<file path="src/rtl/bus_reg_file.sv">
// Register bank fed by the common bus: AR, PC, DR, AC, IR, TR and the sequence counter SC,
// each with clear > load > increment control, plus the memory write port driven from AR and the bus.
module bus_reg_file #(
    parameter int Bits = 16
) (
    input  logic            clk,
    input  logic            rst,
    input  logic [Bits-1:0] bus,
    input  logic [Bits-1:0] alu_out,
    input  logic            ar_ld,
    input  logic            ar_inr,
    input  logic            ar_clr,
    input  logic            pc_ld,
    input  logic            pc_inr,
    input  logic            pc_clr,
    input  logic            dr_ld,
    input  logic            dr_inr,
    input  logic            dr_clr,
    input  logic            ac_ld,
    input  logic            ac_inr,
    input  logic            ac_clr,
    input  logic            ir_ld,
    input  logic            tr_ld,
    input  logic            tr_inr,
    input  logic            tr_clr,
    input  logic            sc_inr,
    input  logic            sc_clr,
    input  logic            mem_write,
    output logic [11:0]     ar,
    output logic [11:0]     pc,
    output logic [Bits-1:0] dr,
    output logic [Bits-1:0] ac,
    output logic [Bits-1:0] ir,
    output logic [Bits-1:0] tr,
    output logic [3:0]      sc,
    output logic [15:0]     t,
    output logic            mem_we,
    output logic [11:0]     mem_addr,
    output logic [Bits-1:0] mem_wdata
);

    localparam logic [Bits-1:0] ONE_W = {{(Bits-1){1'b0}}, 1'b1};

    logic [11:0]     ar_q, ar_d;
    logic [11:0]     pc_q, pc_d;
    logic [Bits-1:0] dr_q, dr_d;
    logic [Bits-1:0] ac_q, ac_d;
    logic [Bits-1:0] ir_q, ir_d;
    logic [Bits-1:0] tr_q, tr_d;
    logic [3:0]      sc_q, sc_d;

    // Next-state selection for the 12-bit address registers
    always_comb begin
        ar_d = ar_q;
        if (ar_clr)      ar_d = 12'h000;
        else if (ar_ld)  ar_d = bus[11:0];
        else if (ar_inr) ar_d = ar_q + 12'h001;
        else             ar_d = ar_q;

        pc_d = pc_q;
        if (pc_clr)      pc_d = 12'h000;
        else if (pc_ld)  pc_d = bus[11:0];
        else if (pc_inr) pc_d = pc_q + 12'h001;
        else             pc_d = pc_q;
    end

    // Next-state selection for the full-width data registers; AC loads from the ALU, never the bus
    always_comb begin
        dr_d = dr_q;
        if (dr_clr)      dr_d = '0;
        else if (dr_ld)  dr_d = bus;
        else if (dr_inr) dr_d = dr_q + ONE_W;
        else             dr_d = dr_q;

        ac_d = ac_q;
        if (ac_clr)      ac_d = '0;
        else if (ac_ld)  ac_d = alu_out;
        else if (ac_inr) ac_d = ac_q + ONE_W;
        else             ac_d = ac_q;

        ir_d = ir_q;
        if (ir_ld) ir_d = bus;
        else       ir_d = ir_q;

        tr_d = tr_q;
        if (tr_clr)      tr_d = '0;
        else if (tr_ld)  tr_d = bus;
        else if (tr_inr) tr_d = tr_q + ONE_W;
        else             tr_d = tr_q;
    end

    // Sequence counter next state
    always_comb begin
        sc_d = sc_q;
        if (sc_clr)      sc_d = 4'h0;
        else if (sc_inr) sc_d = sc_q + 4'h1;
        else             sc_d = sc_q;
    end

    // State registers with synchronous reset overriding every strobe
    always_ff @(posedge clk) begin
        if (rst) begin
            ar_q <= 12'h000;
            pc_q <= 12'h000;
            dr_q <= '0;
            ac_q <= '0;
            ir_q <= '0;
            tr_q <= '0;
            sc_q <= 4'h0;
        end else begin
            ar_q <= ar_d;
            pc_q <= pc_d;
            dr_q <= dr_d;
            ac_q <= ac_d;
            ir_q <= ir_d;
            tr_q <= tr_d;
            sc_q <= sc_d;
        end
    end

    // One-hot timing decode of the registered counter
    always_comb begin
        t       = 16'h0000;
        t[sc_q] = 1'b1;
    end

    assign ar = ar_q;
    assign pc = pc_q;
    assign dr = dr_q;
    assign ac = ac_q;
    assign ir = ir_q;
    assign tr = tr_q;
    assign sc = sc_q;

    // Memory samples address and data at the same edge, so pre-update AR is what it sees
    assign mem_we    = mem_write & ~rst;
    assign mem_addr  = ar_q;
    assign mem_wdata = bus;

endmodule

</file>
<file path="config.mk">
export PLATFORM = sky130hd
export DESIGN_NAME = bus_reg_file
export DESIGN_NICKNAME = d
export VERILOG_FILES = /design/src/rtl/bus_reg_file.sv
export SDC_FILE = /design/constraint.sdc
export NUM_CORES = 1
export LEC_CHECK = 0
export ABC_AREA = 0
export CAP_MARGIN = 10
export CORE_MARGIN = 10
export CORE_UTILIZATION = 45
export CTS_BUF_LIST = sky130_fd_sc_hd__clkbuf_8
export DETAILED_ROUTE_END_ITERATION = 12
export GPL_TIMING_DRIVEN = 0
export PLACE_DENSITY = 0.87
export SLEW_MARGIN = 10
export SYNTH_ARGS = -nofsm -noshare
export SYNTH_HDL_FRONTEND = slang
export SYNTH_SLANG_ARGS = --single-unit
</file>
<file path="constraint.sdc">
create_clock -name clk -period 2.09 [get_ports clk]
set_clock_uncertainty 0.05 [all_clocks]
set_input_delay 0.418 -clock clk [delete_from_list [all_inputs] [get_ports clk]]
set_output_delay 0.418 -clock clk [all_outputs]
set_load 0.01 [all_outputs]
</file>
==> out/metrics.cfg <==
[placement]
numPortBuffers=183
dpl.cell_count=894
place_congestion=0.927
dp_hpwl_mm=13.2

[pwr]
switchingPower_mw=1.06
p_per_area_mw_per_mm2=552
p_int_mw=2.83
p_clk_frac=0.321
pwr-share-comb=0.185
p_leak_nw=2.63
seqPwrFrac=0.494
vdd.ir_drop.worst_mv=0.368
p_sw_frac=0.272

[clock_tree]
cts_sinks=92
cts_tree=yes
cts-hold-fix-buffers=0
cts_root_buf=clkbuf_8
htreeDepth=3
clk_latency_ps=350
numCtsBuffers=9
clkSlewWorstSetupHoldPaths_ps=90
clk_path_buf_depth=2

[timing]
fmax_mhz=481
rsz0062_at_grt=false
setup_viol=0
whs_ps=451
timing_hold_violations_final=0
tightest_slew_ps=477
post-route-period-util=0.995
max_slew_margin=0.682
maxSlewViolCount=0
final.min_clock_period_ps=2080

[global_route]
grtUsageTotal=0.214
grt_overflow=0
grt_max_degree=16
grt_pass1_wl_mm=25.9
grt_pass1_vias=4949
grt_antenna_before_repair=0

[min_path]
hp-class=input pin to flop
hold_depth=3

[yosys]
synth_most_common_cell=dfxtp_1
synth_edf_count=0
synth_top_area_cell=dfxtp_1
synth_cell_types=42
synth.avg_cell_area_um2=8.38
synth_ff_type=dfxtp_1
synth_area_leaders=dfxtp_1, xnor2_1, mux2i_1
syn_nets=637
synthCells=575
ys_ff_latch=92
netlist_area_mm2=0.00482
synth_top_area_frac=0.382
ys_async_sr_fraction=0
yosysSeqAreaShare=0.382
synth_commonest_cells=dfxtp_1, nor2_1, a21oi_1
ys_warn_count=0

[worst_setup_path]
worstPathArrival_ps=1610
worstRegToRegCells=5
critPathLaunchType=input pin
critPathRequiredTime_ps=1620
crit_chain=dlygate4sd2_1 > buf_4 > clkdlybuf4s50_1
cp-end-kind=output port
crit_slowest_cell=clkdlybuf4s50_1
slowest_delay_ps=530
critPathKind=input pin to output port
path_max_fanout=6

[drt]
first_pass_iters=5
wl_mm=17.1
vias_per_cell=5.49
drt_iter0_drc=367
drcViolationCount=0
wl_per_cell_um=18.8
drtAntennaViolNets=0
num_vias=4992

[die]
start_util=0.465
rows=37
core_mm2=0.0104
die_w_um=123
ioPinCount=190
dieArea_mm2=0.0152
die_h_um=123

[outcome]
outcome=finished, final reports clean

[final_layout]
fin_cells=909
antenna_cells=0
final_nets=830
drive_above_1_share=0.0880
n_fill_cell=818
syn_to_final_growth_pct=46.1

[run]
cap_violations=0

[path summary, 6_finish.rpt]
path | start | to | slack (ps)
setup / recovery | bus[6] | mem_wdata[6] | 10
hold / removal | pc_ld | pc[11] | 450
setup reg to reg | dr[0] | dr[14] | 260
hold reg to reg | ir[8] | ir[8] | 460
[critical path, delay by kind of cell]
kind / cells / cell delay, ps
buf+inv: 3 / 1190
[area by class of cell]
cell class,instances,area [um^2],share of cell area
plain buffers,50,307,0.0435
inverters,16,60.1,0.00853
repair buffers,183,1800,0.256
clock inverters,5,58.8,0.00835
flip-flops and latches,92,1860,0.264
multi-input cells,416,2630,0.374
well taps,136,170,0.0242
clock buffers,11,151,0.0215
[cells in the final DEF, fill, tap and decap left out, types with 3 or more instances in the layout]
cell and count:
clkdlybuf4s50_1 149, dfxtp_1 88, nor2_1 62, a21oi_1 52, xnor2_1 48, o21ai_0 45, mux2i_1 33, buf_4 28
dlygate4sd2_1 24, nand2_1 22, nor3_1 21, nand4_1 20, nand3_1 18, clkbuf_1 17, xor2_1 15, inv_1 13
and2_1 12, clkbuf_8 12, nor4_1 11, and3_1 8, ha_1 7, or4_1 5, o21ai_1 5, clkdlybuf4s15_1 5
dfxtp_4 4, and4_1 3, buf_2 3, or2_2 3, a31oi_1 3, o31ai_1 3
[routing by layer]
layer	vias up	routed length, um	GRT usage
met5	-	0	0
met4	0	337	0.0677
met3	29	2290	0.0966
met2	279	7640	0.347
met1	2320	6790	0.249
li1	2364	-	-
[power groups by stage]
stage	Sequential [mW]	Combinational, mW	Clock, mW
after global placement	1.96	0.714	0
after global routing	1.93	0.773	1.35
final	1.92	0.717	1.25
after CTS	1.92	0.722	1.27
after floorplan	1.98	0.277	0
after detailed placement	1.96	0.728	0
[per-stage QoR]
stage / power, mW / TNS, ps / setup WS (ps) / util / cell area [um^2]
floorplan: 2.26 / 0 / 400 / - / 4820
global placement: 2.67 / -9500 / -529 / 0.658 / 6820
detailed placement: 2.69 / -11720 / -547 / 0.658 / 6820
CTS: 3.91 / 0 / 0.365 / 0.679 / 7040
global route: 4.05 / 0 / 8.44 / 0.679 / 7040
finish: 3.88 / 0 / 11.4 / 0.679 / 7040
[timing repair]
action / in CTS / in global routing
setup buffers: 0 / 0
gates cloned: 0 / 0
hold endpoints to repair: 0 / 0
gates resized for setup: 56 / 5
endpoints found under the setup margin: 33 / 5
[sequential cells by signal, indices dropped and copies added, names as in the netlist]
signal and flops:
ac 16, sc 4, tr 16, pc 12, dr 16, ir 16, ar 12
[logic make-up (layout without fill, tap and decap cells)]
family                     Yosys count  after routing  share of synthesized area
AOI/OAI and AO/OA                  114            114                      0.126
buffers and inverters               67            265                     0.0748
and+or+nand+nor                    197            197                      0.211
DFF                                 92             92                      0.382
muxes                               33             33                     0.0685
adders and majority gates            9              9                     0.0234
xor gates and xnor gates            63             63                      0.114
Power figures use the tool's default switching activity.
